**config.mk**
```make
export PLATFORM = sky130hd
export DESIGN_NAME = sbox_layer_serial_flat
export DESIGN_NICKNAME = d
export VERILOG_FILES = /design/src/rtl/ascon_pkg.sv /design/src/rtl/sbox_layer_serial_if.sv /design/src/rtl/sbox.sv /design/src/rtl/sbox_layer_serial.sv /design/src/flat_wrapper.sv
export SDC_FILE = /design/constraint.sdc
export NUM_CORES = 1
export LEC_CHECK = 0
export BUFFER_PORTS_ARGS = -buffer_cell sky130_fd_sc_hd__buf_2
export CORE_MARGIN = 2
export CORE_UTILIZATION = 40
export DETAILED_ROUTE_END_ITERATION = 8
export SYNTH_ARGS = -nofsm -noshare
export SYNTH_HDL_FRONTEND = slang
export SYNTH_SLANG_ARGS = --single-unit
```
**constraint.sdc**
```tcl
create_clock -name clock_i -period 4 [get_ports clock_i]
set_input_delay 0.4 -clock clock_i [delete_from_list [all_inputs] [get_ports clock_i]]
set_output_delay 0.4 -clock clock_i [all_outputs]
set_load 0.05 [all_outputs]
```
**src/rtl/ascon_pkg.sv**
```systemverilog
// Shared ASCON permutation types: 320-bit state, 5-bit S-box table, p_S FSM encoding.
package ascon_pkg;

    typedef logic [4:0][63:0] type_state;

    localparam logic [4:0] sub_constant [32] = '{
        5'h04, 5'h0b, 5'h1f, 5'h14, 5'h1a, 5'h15, 5'h09, 5'h02,
        5'h1b, 5'h05, 5'h08, 5'h12, 5'h1d, 5'h03, 5'h06, 5'h1c,
        5'h1e, 5'h13, 5'h07, 5'h0e, 5'h00, 5'h0d, 5'h11, 5'h18,
        5'h10, 5'h0c, 5'h01, 5'h19, 5'h16, 5'h0a, 5'h0f, 5'h17
    };

    typedef enum logic [1:0] {IDLE, RUN, DONE} ps_fsm_t;

    function automatic int ps_latency(input int cols);
        return 64 / cols + 1;
    endfunction

endpackage

```
**src/rtl/sbox_layer_serial_if.sv**
```systemverilog
// Handshake bus of the serial p_S layer; ASCON_PS_BYPASS_EN adds the bypass_i sideband.
interface sbox_layer_serial_if;
    import ascon_pkg::*;

    logic      in_valid_i;
    logic      in_ready_o;
    type_state state_i;
    logic      out_valid_o;
    logic      out_ready_i;
    type_state state_o;
`ifdef ASCON_PS_BYPASS_EN
    logic      bypass_i;
`endif

    modport slave (
`ifdef ASCON_PS_BYPASS_EN
        input  bypass_i,
`endif
        input  in_valid_i, state_i, out_ready_i,
        output in_ready_o, out_valid_o, state_o
    );

    modport master (
`ifdef ASCON_PS_BYPASS_EN
        output bypass_i,
`endif
        output in_valid_i, state_i, out_ready_i,
        input  in_ready_o, out_valid_o, state_o
    );

endinterface

```
**src/rtl/sbox.sv**
```systemverilog
// Single 5-bit ASCON S-box lookup; bit 4 of din/dout is the x0 row.
module sbox
    import ascon_pkg::*;
(
    input  logic [4:0] din,
    output logic [4:0] dout
);
    assign dout = sub_constant[din];
endmodule

```
**src/rtl/sbox_layer_serial.sv**
```systemverilog
// Serialised ASCON p_S: COLS_PER_CYCLE S-boxes walk the 64 state columns in place.
// Optional macro ASCON_PS_BYPASS_EN: bus.bypass_i sends an accepted state straight to DONE.
module sbox_layer_serial
    import ascon_pkg::*;
#(
    parameter int COLS_PER_CYCLE = 8
) (
    input  logic               clock_i,
    input  logic               resetb_i,
    sbox_layer_serial_if.slave bus
);
    localparam int          NGRP  = ps_latency(COLS_PER_CYCLE) - 1;
    localparam int          CW    = (NGRP > 1) ? $clog2(NGRP) : 1;
    localparam logic [63:0] GMASK = 64'({COLS_PER_CYCLE{1'b1}});

    if (COLS_PER_CYCLE != 1 && COLS_PER_CYCLE != 2 && COLS_PER_CYCLE != 4 &&
        COLS_PER_CYCLE != 8 && COLS_PER_CYCLE != 16 && COLS_PER_CYCLE != 32 &&
        COLS_PER_CYCLE != 64) begin : g_bad_cols
        $error("COLS_PER_CYCLE must be a power of two between 1 and 64");
    end

    ps_fsm_t                         fsm, fsm_nxt;
    logic [CW-1:0]                   cnt;
    logic                            last, accept, bypass;
    logic [5:0]                      base;
    type_state                       work, work_run, st_out;
    logic [4:0][COLS_PER_CYCLE-1:0]  grp_in, grp_out;
    logic [COLS_PER_CYCLE-1:0][4:0]  sb_in, sb_out;
    logic                            in_rdy, out_vld, rdy_nxt, vld_nxt, load_out;

`ifdef ASCON_PS_BYPASS_EN
    assign bypass = bus.bypass_i;
`else
    assign bypass = 1'b0;
`endif

    assign accept = (fsm == IDLE) && bus.in_valid_i;
    assign last   = (cnt == CW'(NGRP - 1));
    assign base   = 6'(int'(cnt) * COLS_PER_CYCLE);

    // Shift/mask instead of a variable part-select keeps COLS_PER_CYCLE = 64 in range.
    for (genvar k = 0; k < 5; k++) begin : g_row
        assign grp_in[k]   = COLS_PER_CYCLE'(work[k] >> base);
        assign work_run[k] = (work[k] & ~(GMASK << base)) | (64'(grp_out[k]) << base);
    end

    for (genvar i = 0; i < COLS_PER_CYCLE; i++) begin : g_lane
        assign sb_in[i] = {grp_in[0][i], grp_in[1][i], grp_in[2][i], grp_in[3][i], grp_in[4][i]};
        sbox u_sbox (.din(sb_in[i]), .dout(sb_out[i]));
        for (genvar k = 0; k < 5; k++) begin : g_bit
            assign grp_out[k][i] = sb_out[i][4-k];
        end
    end

    always_ff @(posedge clock_i or negedge resetb_i) begin
        if (!resetb_i) fsm <= IDLE;
        else           fsm <= fsm_nxt;
    end

    always_comb begin
        fsm_nxt = fsm;
        case (fsm)
            IDLE:    if (bus.in_valid_i) fsm_nxt = bypass ? DONE : RUN;
            RUN:     if (last) fsm_nxt = DONE;
            DONE:    if (out_vld && bus.out_ready_i) fsm_nxt = IDLE;
            default: fsm_nxt = IDLE;
        endcase
    end

    // Result registers are loaded on the first DONE cycle, so valid trails the FSM by one clock.
    always_comb begin
        rdy_nxt  = (fsm_nxt == IDLE);
        vld_nxt  = (fsm == DONE) && !(out_vld && bus.out_ready_i);
        load_out = (fsm == DONE) && !out_vld;
    end

    always_ff @(posedge clock_i or negedge resetb_i) begin
        if (!resetb_i) begin
            cnt  <= '0;
            work <= '0;
        end else if (accept) begin
            cnt  <= '0;
            work <= bus.state_i;
        end else if (fsm == RUN) begin
            work <= work_run;
            if (!last) cnt <= cnt + 1'b1;
        end
    end

    always_ff @(posedge clock_i or negedge resetb_i) begin
        if (!resetb_i) begin
            in_rdy  <= 1'b1;
            out_vld <= 1'b0;
            st_out  <= '0;
        end else begin
            in_rdy  <= rdy_nxt;
            out_vld <= vld_nxt;
            if (load_out) st_out <= work;
        end
    end

    assign bus.in_ready_o  = in_rdy;
    assign bus.out_valid_o = out_vld;
    assign bus.state_o     = st_out;

endmodule
```
**src/flat_wrapper.sv**
```systemverilog
// flat-port wrapper written by rule: the top's interface ports become plain ports
module sbox_layer_serial_flat import ascon_pkg::*;
#(
    parameter int COLS_PER_CYCLE = 8
)
  (clock_i, resetb_i, bus_in_valid_i, bus_state_i, bus_out_ready_i, bus_in_ready_o, bus_out_valid_o, bus_state_o);
  sbox_layer_serial_if bus_i ();
  input  logic clock_i;
  input  logic resetb_i;
  input wire logic [$bits(bus_i.in_valid_i)-1:0] bus_in_valid_i;
  input wire logic [$bits(bus_i.state_i)-1:0] bus_state_i;
  input wire logic [$bits(bus_i.out_ready_i)-1:0] bus_out_ready_i;
  output wire logic [$bits(bus_i.in_ready_o)-1:0] bus_in_ready_o;
  output wire logic [$bits(bus_i.out_valid_o)-1:0] bus_out_valid_o;
  output wire logic [$bits(bus_i.state_o)-1:0] bus_state_o;
  assign bus_i.in_valid_i = bus_in_valid_i;
  assign bus_i.state_i = bus_state_i;
  assign bus_i.out_ready_i = bus_out_ready_i;
  assign bus_in_ready_o = bus_i.in_ready_o;
  assign bus_out_valid_o = bus_i.out_valid_o;
  assign bus_state_o = bus_i.state_o;
  sbox_layer_serial #(.COLS_PER_CYCLE(COLS_PER_CYCLE)) u_core (.clock_i(clock_i), .resetb_i(resetb_i), .bus(bus_i));
endmodule
```
=== Yosys cells after proc, flatten, opt, wreduce, memory -nomap -nowiden ===
Memories as Yosys holds them, arrays and structs flattened.
Index checks and enable logic that the tools add are counted.

* Bits in latches: 0
* Memory bits (read-only): 1280
* Input port bits: 324
* Logic and storage cells: 100
* Memory bits (writable): 0
* Flip-flop bits (word level): 647
* Memories: 8
* Output and inout port bits: 322

{| class="wikitable"
|+ Memories
! memory !! words !! width !! rd ports !! clocked after Yosys merged registers in !! write ports !! RTL line !! RTL
|-
| (no name shown) || 32 || 5 || 1 || 0 || 0 || sbox.sv:8 || <nowiki>assign dout = sub_constant[din];</nowiki>
|-
| (no name shown) || 32 || 5 || 1 || 0 || 0 || sbox.sv:8 ||
|-
| (no name shown) || 32 || 5 || 1 || 0 || 0 || sbox.sv:8 ||
|-
| (no name shown) || 32 || 5 || 1 || 0 || 0 || sbox.sv:8 ||
|-
| (no name shown) || 32 || 5 || 1 || 0 || 0 || sbox.sv:8 ||
|-
| (no name shown) || 32 || 5 || 1 || 0 || 0 || sbox.sv:8 ||
|-
| +2 memories || - || - || - || - || - || - ||
|}

* Bitwise gates (word level): 19
* Add/subtract/negate cells: 1
* $lt $le $gt $ge: 8
* Div/mod/pow operators: 0
* Mux-type cells: 25
* Multiply operators: 0
* Reductions and logical operators: 10
* Equal/unequal tests: 4
* Shifts and indexed selects: 11

{| class="wikitable"
|+ Operator list
! cell !! count
|-
| $mux W320 || 2
|-
| $and A64 B64 Y64 || 5
|-
| $or A64 B64 Y64 || 5
|-
| $shl A8 B6 Y64 || 5
|-
| $shr A64 B6 Y8 || 5
|-
| $mux W5 || 16
|-
| $not A64 Y64 || 1
|-
| $shl A8 B6 Y64 const A || 1
|-
| $ge A6 B6 Y1 const B || 8
|-
| $not A5 Y6 || 8
|-
| $mux W3 || 3
|-
| $mux W2 || 3
|-
| $pmux W2 S3 || 1
|-
| $logic_and A1 B1 Y1 || 4
|-
| $logic_not A2 Y1 || 2
|-
| $add A3 B1 Y3 const B || 1
|-
| $eq A3 B3 Y1 const B || 1
|-
| $eq A2 B1 Y1 const B || 1
|-
| $eq A2 B2 Y1 const B || 1
|-
| $logic_not A1 Y1 || 2
|-
| $ne A2 B2 Y1 const B || 1
|-
| $reduce_and A2 Y1 || 1
|-
| $reduce_bool A2 Y1 || 1
|}

=== Depth between registers and ports, before layout ===
Gate-level depths: netlist of the first run.

* Depth in word-level cells: 9
* Depth in mapped cells: 12
* Mapped depth without buffers: 8

=== By module ===
Synthesis of the first run repeated with hierarchy kept, for this count alone.

* Cells, all modules: 2787
* Area total of the unflattened synthesis: 34590.7 um2

{| class="wikitable"
|+ By module, submodules not included
! module !! sequential area each (um2) !! times used !! cells an instance !! area each (um2)
|-
| sbox_layer_serial || 16191.8 || 1 || 2541 || 32633.8
|-
| sbox at u_core.g_lane[1].u_sbox ... || 0.0 || 7 || 31 || 251.5
|-
| sbox at u_core.g_lane[0].u_sbox || 0.0 || 1 || 29 || 196.4
|}

=== Worst setup path after synthesis of the first run ===
Ideal clock, no wire load.

* Kind: reg2reg
* Start: register u_core.cnt[0]
* End: register u_core.work[66] in the netlist's numbering
* Setup time: 0.141 ns
* Path buffers: 4
* Stages on the path, launching flop included: 12
* Setup slack: 0.472 ns
* Required time: 3.859 ns
* Data arrival time: 3.387 ns
* Clock period less this slack: 3.528 ns
* Cell sequence: dfrtp_1 > buf_6 > buf_6 > buf_4 > buf_2 > mux4_2 > mux2i_1 > ha_1 > xor2_1 > mux2_2 > a211oi_2 > o21ai_0

* Cells in the longest elaborated chain, start to end: 9
* Elaborated cells between the ends (all ways): 16
* Those cells by class: shift (7); mux (4); bitwise (4); memory (1)

{| class="wikitable"
|+ RTL lines
! item !! RTL line !! RTL
|-
| start: declaration || sbox_layer_serial.sv:23 || <nowiki>logic [CW-1:0] cnt;</nowiki>
|-
| start signal: assignment || sbox_layer_serial.sv:86 || <nowiki>if (!last) cnt <= cnt + 1'b1;</nowiki>
|-
| $shr A64 B6 Y8 || sbox_layer_serial.sv:43 || <nowiki>assign grp_in[k] = COLS_PER_CYCLE'(work[k] >> base);</nowiki>
|-
| $not A5 Y6 (implied by the code) || sbox.sv:8 ||
|-
| $mem_v2 Z32 W5 || - ||
|-
| $mux W5 (implied by the code) (2 in a row) || sbox.sv:8 ||
|-
| $shl A8 B6 Y64 || sbox_layer_serial.sv:44 || <nowiki>assign work_run[k] = (work[k] & ~(GMASK << base)) | (64'(grp_out[k]) << base);</nowiki>
|-
| $or A64 B64 Y64 * || sbox_layer_serial.sv:44 ||
|-
| $mux W320 * || sbox_layer_serial.sv:84 || <nowiki>end else if (fsm == RUN) begin</nowiki>
|-
| $mux W320 * || sbox_layer_serial.sv:81 || <nowiki>end else if (accept) begin</nowiki>
|-
| end signal: assignment || sbox_layer_serial.sv:83 || <nowiki>work <= bus.state_i;</nowiki>
|-
| end signal: assignment || sbox_layer_serial.sv:85 || <nowiki>work <= work_run;</nowiki>
|-
| end: declaration || sbox_layer_serial.sv:26 || <nowiki>type_state work, work_run, st_out;</nowiki>
|}

Mark *: on every way between the ends. The rest lies on a longest branch, timed or not. The select of a mux whose other input is x is not followed.
A chain may end at the register's enable or synchronous reset.

=== Worst setup path in the final report of the first run ===
* Start: register u_core.cnt[2]
* End: register u_core.work[94] in the netlist's numbering

Same word-level chain as after synthesis.

==> results of run 1 <==
## per-stage QoR
stage	std cells	area, um^2	hold slack [ns]	util	worst slack (ns)
global route	4327	38400	0.0333	0.496	0.111
detailed placement	4192	35900	0.467	0.465	0.0961
CTS	4322	38300	0.00529	0.496	0.0556
finish	4328	38400	0.0344	0.496	0.197
floorplan	2610	31200	0.104	-	0.472
global placement	4192	35900	0.446	0.465	0.120
## worst register-to-register path, cell delays in order (launching register included)
cell and delay, ns:
dfrtp_4 0.67, buf_12 0.31, buf_12 0.36, mux4_2 0.34, mux2i_1 0.47, buf_4 0.26
xor2_1 0.24, mux2_2 0.38, a211oi_2 0.29, buf_4 0.24, o21ai_0 0.12
## metal layers
layer	routed length, um	vias up
met1	50000	13700
met3	10300	320
li1	-	11200
met5	22	-
met4	6310	4
met2	60200	1717
## timing repair
action                                  4_1_cts  5_1_grt
setup buffers                                 0        1
hold buffers                                  3        0
hold endpoints to repair                     63        0
endpoints found under the setup margin        0        5
## sequential cells by signal (all words and copies together), names as in the netlist
register,cells
u_core.bus.state_o,320
u_core.bus.in_ready_o,1
u_core.bus.out_valid_o,1
u_core.work,320
u_core.cnt,3
u_core.fsm,2
## final timing paths
| check | depth (start not counted) | from | to | slack [ns] |
|---|---|---|---|---|
| setup / recovery | 10 | u_core.cnt[2]$_DFFE_PN0P_ | u_core.work[94]$_DFFE_PN0P_ | 0.20 |
| hold / removal | 3 | bus_state_i[289] | u_core.work[289]$_DFFE_PN0P_ | 0.03 |
| setup reg to reg | 10 | u_core.cnt[2]$_DFFE_PN0P_ | u_core.work[94]$_DFFE_PN0P_ | 0.20 |
| hold reg to reg | 1 | u_core.bus.state_o[105]$_DFFE_PN0P_ | u_core.bus.state_o[105]$_DFFE_PN0P_ | 0.50 |
| max in group asynchronous | 4 | resetb_i | u_core.work[2]$_DFFE_PN0P_ | 2.43 |
| min in group asynchronous | 2 | resetb_i | u_core.bus.state_o[124]$_DFFE_PN0P_ | 0.37 |
## logic make-up (layout without fill, tap and decap cells)
group                      Yosys count  count (layout)
buffers and inverters              239             912
DFF                                647             647
muxes                              488             488
and+or+nand+nor                    439             439
xor gates and xnor gates            32              32
other                                0               5
adders and majority gates           38              38
AOI/OAI and AO/OA                  727             727
## final cells by class
| cell class | count | area [um^2] | area share |
|---|---|---|---|
| sequential | 647 | 16200 | 0.422 |
| clock buffer | 101 | 2100 | 0.0548 |
| timing repair buffer | 751 | 4250 | 0.111 |
| tap | 1040 | 1300 | 0.0339 |
| multi-input combinational | 1724 | 14100 | 0.367 |
| antenna | 5 | 12.5 | 0.000326 |
| clock inverter | 26 | 279 | 0.00727 |
| inverter | 34 | 130 | 0.00339 |
## layout by cell type (no fill, tap or decap), types with 6 or more instances in the layout
cell	synthesis	layout
a211oi_2	8	8
a21oi_1	52	52
a221oi_1	214	214
a221oi_2	6	6
a22oi_1	19	19
buf_12	0	17
buf_2	12	644
buf_4	5	86
clkbuf_1	177	12
clkbuf_16	0	74
clkbuf_8	0	15
clkinv_2	0	16
dfrtp_1	646	644
ha_1	38	38
inv_1	32	32
mux2_2	336	336
mux2i_1	48	48
mux2i_2	15	15
mux2i_4	9	9
mux4_2	80	80
nand2_1	174	168
nand2_2	0	6
nand2b_1	7	6
nor2_1	211	204
nor2_4	0	7
nor2b_1	25	25
o21ai_0	179	175
o21ai_1	7	9
o221ai_1	16	16
o22ai_1	223	223
or2_2	6	6
xnor2_1	15	15
xor2_1	14	14
==> metrics.cfg, run 1 <==
[timing]
skew_ns=0.0237
finalCritPeriodShare=0.951
final-setup-viol-count=0
tightest_slew_ns=1.38
max_slew_margin=0.0727
hold_violations=0
fin_setup_tns_ns=0
finalCriticalPeriod_ns=3.80
rsz0062_at_grt=false
fmax_mhz=263
slew_viol_final=0

[clock_network]
cts_inserted_buffers=72
clockBufferDepth=3
clockRootBuffer=clkbuf_16
cts-resized-gates=0
htreeDepth=3
cts_tree=done
clock-sinks=647
clk_pin_slew_ns=0.07
clock_latency_ns=0.62

[critical_path]
cp_max_fo=39
crit_buf_inv=4
cpLargestDelayFamily=multiplexers
arrival_ns=4.29
worstSetupEndpointType=register
cpPeakStageDelay_ns=0.67
worst_setup_path_start_kind=register
critPathKind=register to register
crit_chain=buf_12 > buf_12 > mux4_2 > mux2i_1 > buf_4 > xor2_1 > mux2_2 > a211oi_2 > buf_4 > o21ai_0
critPathRequiredTime_ns=4.48
slowest_stage=dfrtp_4

[logic_synthesis]
yosysSeqAreaShare=0.520
ys.flop_type=dfrtp_1
synth_edf_count=0
synth_top_area_cell=dfrtp_1
synth_commonest_cells=646 x dfrtp_1, 336 x mux2_2, 223 x o22ai_1
async_reset_ff_frac=1.00
synth_area_leaders=dfrtp_1 52%, mux2_2 12%, a221oi_1 6.0%
synth_top_family_by_area=multiplexers
yosysWarnings=0
syn_nets=2972
synthSimpleGateAreaFrac=0.0571
synth_xor_area_frac=0.00972
synthMuxAreaShare=0.208
synthAdderAreaFrac=0.0153
syn_avg_cell_area_um2=11.9
ys_seq_elements=647
postSynthCellCount=2610
synth_top_area_frac=0.519
synthMostInstantiatedCell=dfrtp_1
synth_area_um2=31200
ys_types=44
synth_compound_area_frac=0.159

[global_routing]
busiest_layer=met2
gr-total-overflow=0
antenna_found_initial=8
use_met2=0.492
use_met1=0.404
grt_pass1_wl_um=184000
grt_max_degree=163
grtUsageTotal=0.307
grt_use_met3=0.0532
grt_pass1_vias=27000

[min_path]
hold_path.class=input port to register

[flow_run]
cap_violations=0

[floorplanning]
die_width_um=283
start_util=0.403
core_um2=77300
fp-row-count=102
ios=646
die_y_um=283
dieArea_um2=80200

[placed_design]
dp_hpwl_um=90000
gp_congestion=0.909
io_buffers=645

[routing]
drtPass1Iterations=6
drtIter0Drc=3025
drt-total-wl_um=127000
viasPerCell=6.23
dr_total_vias=27000
routedWlPerCell_um=29.3
final_antenna_net_count=0
route.detailed.drc=0

[cells_and_area]
layout.nets=3592
syn2layout_area_growth_pct=23.2
fill_cells=7042
drive_above_1_share=0.412

[run_status]
status=complete, no violations

Power of run 1 is left out: the tool's default activity adds up to more than one toggle a clock period on the data nets, which glitch-free logic cannot reach.
==> run 2: changes to the inputs <==
--- a/config.mk
+++ b/config.mk
@@ -6,6 +6,8 @@
 export NUM_CORES = 1
 export LEC_CHECK = 0
 export BUFFER_PORTS_ARGS = -buffer_cell sky130_fd_sc_hd__buf_2
+export CAP_MARGIN = 20
+export CORE_ASPECT_RATIO = 0.6
 export CORE_MARGIN = 2
 export CORE_UTILIZATION = 40
 export DETAILED_ROUTE_END_ITERATION = 8
==> run 2 against run 1 <==
  * Worst setup slack lost 0.029 ns
  * Worst hold slack worse by 0.0032 ns
  * Via count about the same
  * Non-clock buffer count rose by 9
  * Sequential share of layout area barely moved
  * Global-route usage up 0.36 points
  * Fmax decreased by 0.75%
  * Utilization rose by 0.077 points
  * Final cell count grew 0.35%
  * First-iteration DRC count increased by 6.0%
==> metrics.cfg, run 2 (synthesis gave the netlist of run 1 again) <==
[run_status]
status=complete, no violations  ; unchanged

[floorplanning]
die_y_um=220  ; was 283 um
start_util=0.403  ; about the same
core_um2=77300  ; about the same
ios=646  ; unchanged
dieArea_um2=80200  ; about the same
die_width_um=364  ; was 283 um
fp-row-count=79  ; was 102

[min_path]
hp-start=bus_state_i[189]  ; was bus_state_i[289]
min_delay_path_depth=3  ; unchanged
hold_path.class=input port to register  ; unchanged

[global_routing]
grtUsageTotal=0.311  ; was 0.307
grt_use_met3=0.0665  ; was 0.0532
grt_pass1_wl_um=183000  ; was 184000 um
use_met1=0.449  ; was 0.404
busiest_layer=met2  ; unchanged
antenna_found_initial=9  ; was 8
gr-total-overflow=0  ; unchanged
grt_max_degree=124  ; was 163
grt_pass1_vias=26600  ; was 27.0k
use_met2=0.471  ; was 0.492

[clock_network]
clk_pin_slew_ns=0.06  ; was 0.07 ns
clockRootBuffer=clkbuf_16  ; unchanged
clockBufferDepth=3  ; unchanged
clock-sinks=647  ; unchanged
cts_inserted_buffers=67  ; was 72
cts-resized-gates=0  ; unchanged
cts_tree=done  ; unchanged
clock_latency_ns=0.62  ; about the same
htreeDepth=3  ; unchanged

[placed_design]
dp_cells=4210  ; was 4192
gp_congestion=0.909  ; about the same
dp_hpwl_um=91800  ; was 90000 um
io_buffers=645  ; unchanged
dp_slack_ns=0.245  ; was 0.0961 ns

[cells_and_area]
mostFrequentLayoutCells=644 x buf_2, 644 x dfrtp_1, 336 x mux2_2  ; unchanged
syn2layout_area_growth_pct=23.3  ; was 23.2%
layout.nets=3596  ; was 3592
stdcell_count=4343  ; was 4328
drive_above_1_share=0.410  ; was 0.412

[routing]
routedWlPerCell_um=29.4  ; was 29.3 um
drtIter0Drc=3206  ; was 3025
final_antenna_net_count=0  ; unchanged
route.detailed.drc=0  ; unchanged
drt-total-wl_um=128000  ; was 127000 um
dr_total_vias=26900  ; was 27.0k
viasPerCell=6.20  ; was 6.23
drtPass1Iterations=8  ; was 6

[timing]
finalCriticalPeriod_ns=3.83  ; was 3.80 ns
fmax_mhz=261  ; was 263 MHz
tightest_slew_ns=1.09  ; was 1.38 ns
rsz0062_at_grt=false  ; unchanged
final-setup-viol-count=0  ; unchanged
slew_viol_final=0  ; unchanged
worst_slack_ns=0.168  ; was 0.197 ns
max_slew_margin=0.269  ; was 0.0727
hold_violations=0  ; unchanged
finalCritPeriodShare=0.958  ; was 0.951
fin_setup_tns_ns=0  ; unchanged
skew_ns=0.0239  ; was 0.0237 ns

[critical_path]
r2r.worst_path.cells=7  ; was 10
worst_setup_path_start_kind=register  ; unchanged
cpPeakStageDelay_ns=0.89  ; was 0.67 ns
slowest_stage=mux2i_1  ; was dfrtp_4
arrival_ns=4.38  ; was 4.29 ns
crit_chain=buf_12 > mux4_2 > mux2i_2 > xor2_1 > mux2i_1 > a221oi_1 > nor2_1  ; was buf_12 > buf_12 > mux4_2 > mux2i_1 > buf_4 > xor2_1 > mux2_2 > a211oi_2 > buf_4 > o21ai_0
critPathKind=register to register  ; unchanged
cp-startpoint=u_core.cnt[2]$_DFFE_PN0P_  ; unchanged
critPathRequiredTime_ns=4.54  ; was 4.48 ns
cp_max_fo=47  ; was 39
worstSetupEndpointType=register  ; unchanged
r2r-start=u_core.cnt[2]$_DFFE_PN0P_  ; unchanged

[flow_run]
cap_violations=0  ; unchanged

-- run 2: worst max-delay path: cells and delay by family, from the launching register on --
kind / cells / cell delay [ns]
compound gates: 1 / 0.21
mux: 3 / 1.77
simple gates: 1 / 0.15
buf+inv: 1 / 0.39
xor+xnor: 1 / 0.32
flops: 1 / 0.84
-- run 2: stage by stage --
| stage | instance area, um^2 | util | hold slack [ns] |
|---|---|---|---|
| global route | 38400 | 0.497 | 0.0181 |
| floorplan | 31200 | - | 0.104 |
| CTS | 38400 | 0.497 | 0.00150 |
| finish | 38400 | 0.497 | 0.0312 |
| global placement | 36000 | 0.466 | 0.433 |
| detailed placement | 36100 | 0.467 | 0.443 |
-- run 2: path summary, 6_finish.rpt --
kind | end | slack (ns)
worst min-delay path | u_core.work[189]$_DFFE_PN0P_ | 0.03
worst min register to register | u_core.bus.state_o[39]$_DFFE_PN0P_ | 0.50
worst max-delay path | u_core.work[175]$_DFFE_PN0P_ | 0.17
min in group asynchronous | u_core.work[12]$_DFFE_PN0P_ | 0.33
worst max register to register | u_core.work[175]$_DFFE_PN0P_ | 0.17
max in group asynchronous | u_core.bus.state_o[185]$_DFFE_PN0P_ | 2.36
-- run 2: cell type report --
class,instances,area (um^2)
diodes,7,17.5
clock buffers,87,1860
clock inverters,31,372
fillers,6961,38900
inverters,34,129
multi-input cells,1724,14100
flip-flops and latches,647,16200
well taps,1053,1320
repair buffers,760,4430
-- run 2: what timing repair did --
item / in CTS / in global routing
setup endpoints to repair: 0 / 0
buffers inserted: 0 / 0
hold endpoints to repair: 59 / 0
hold buffers: 7 / 0
-- run 2: routing by layer --
layer | share of wire | vias to the layer above
met1 | 0.43 | 13900
li1 | - | 11200
met4 | 0.028 | 4
met5 | 0.00016 | -
met3 | 0.098 | 247
met2 | 0.45 | 1651
Power of run 2 is left out for the same reason.
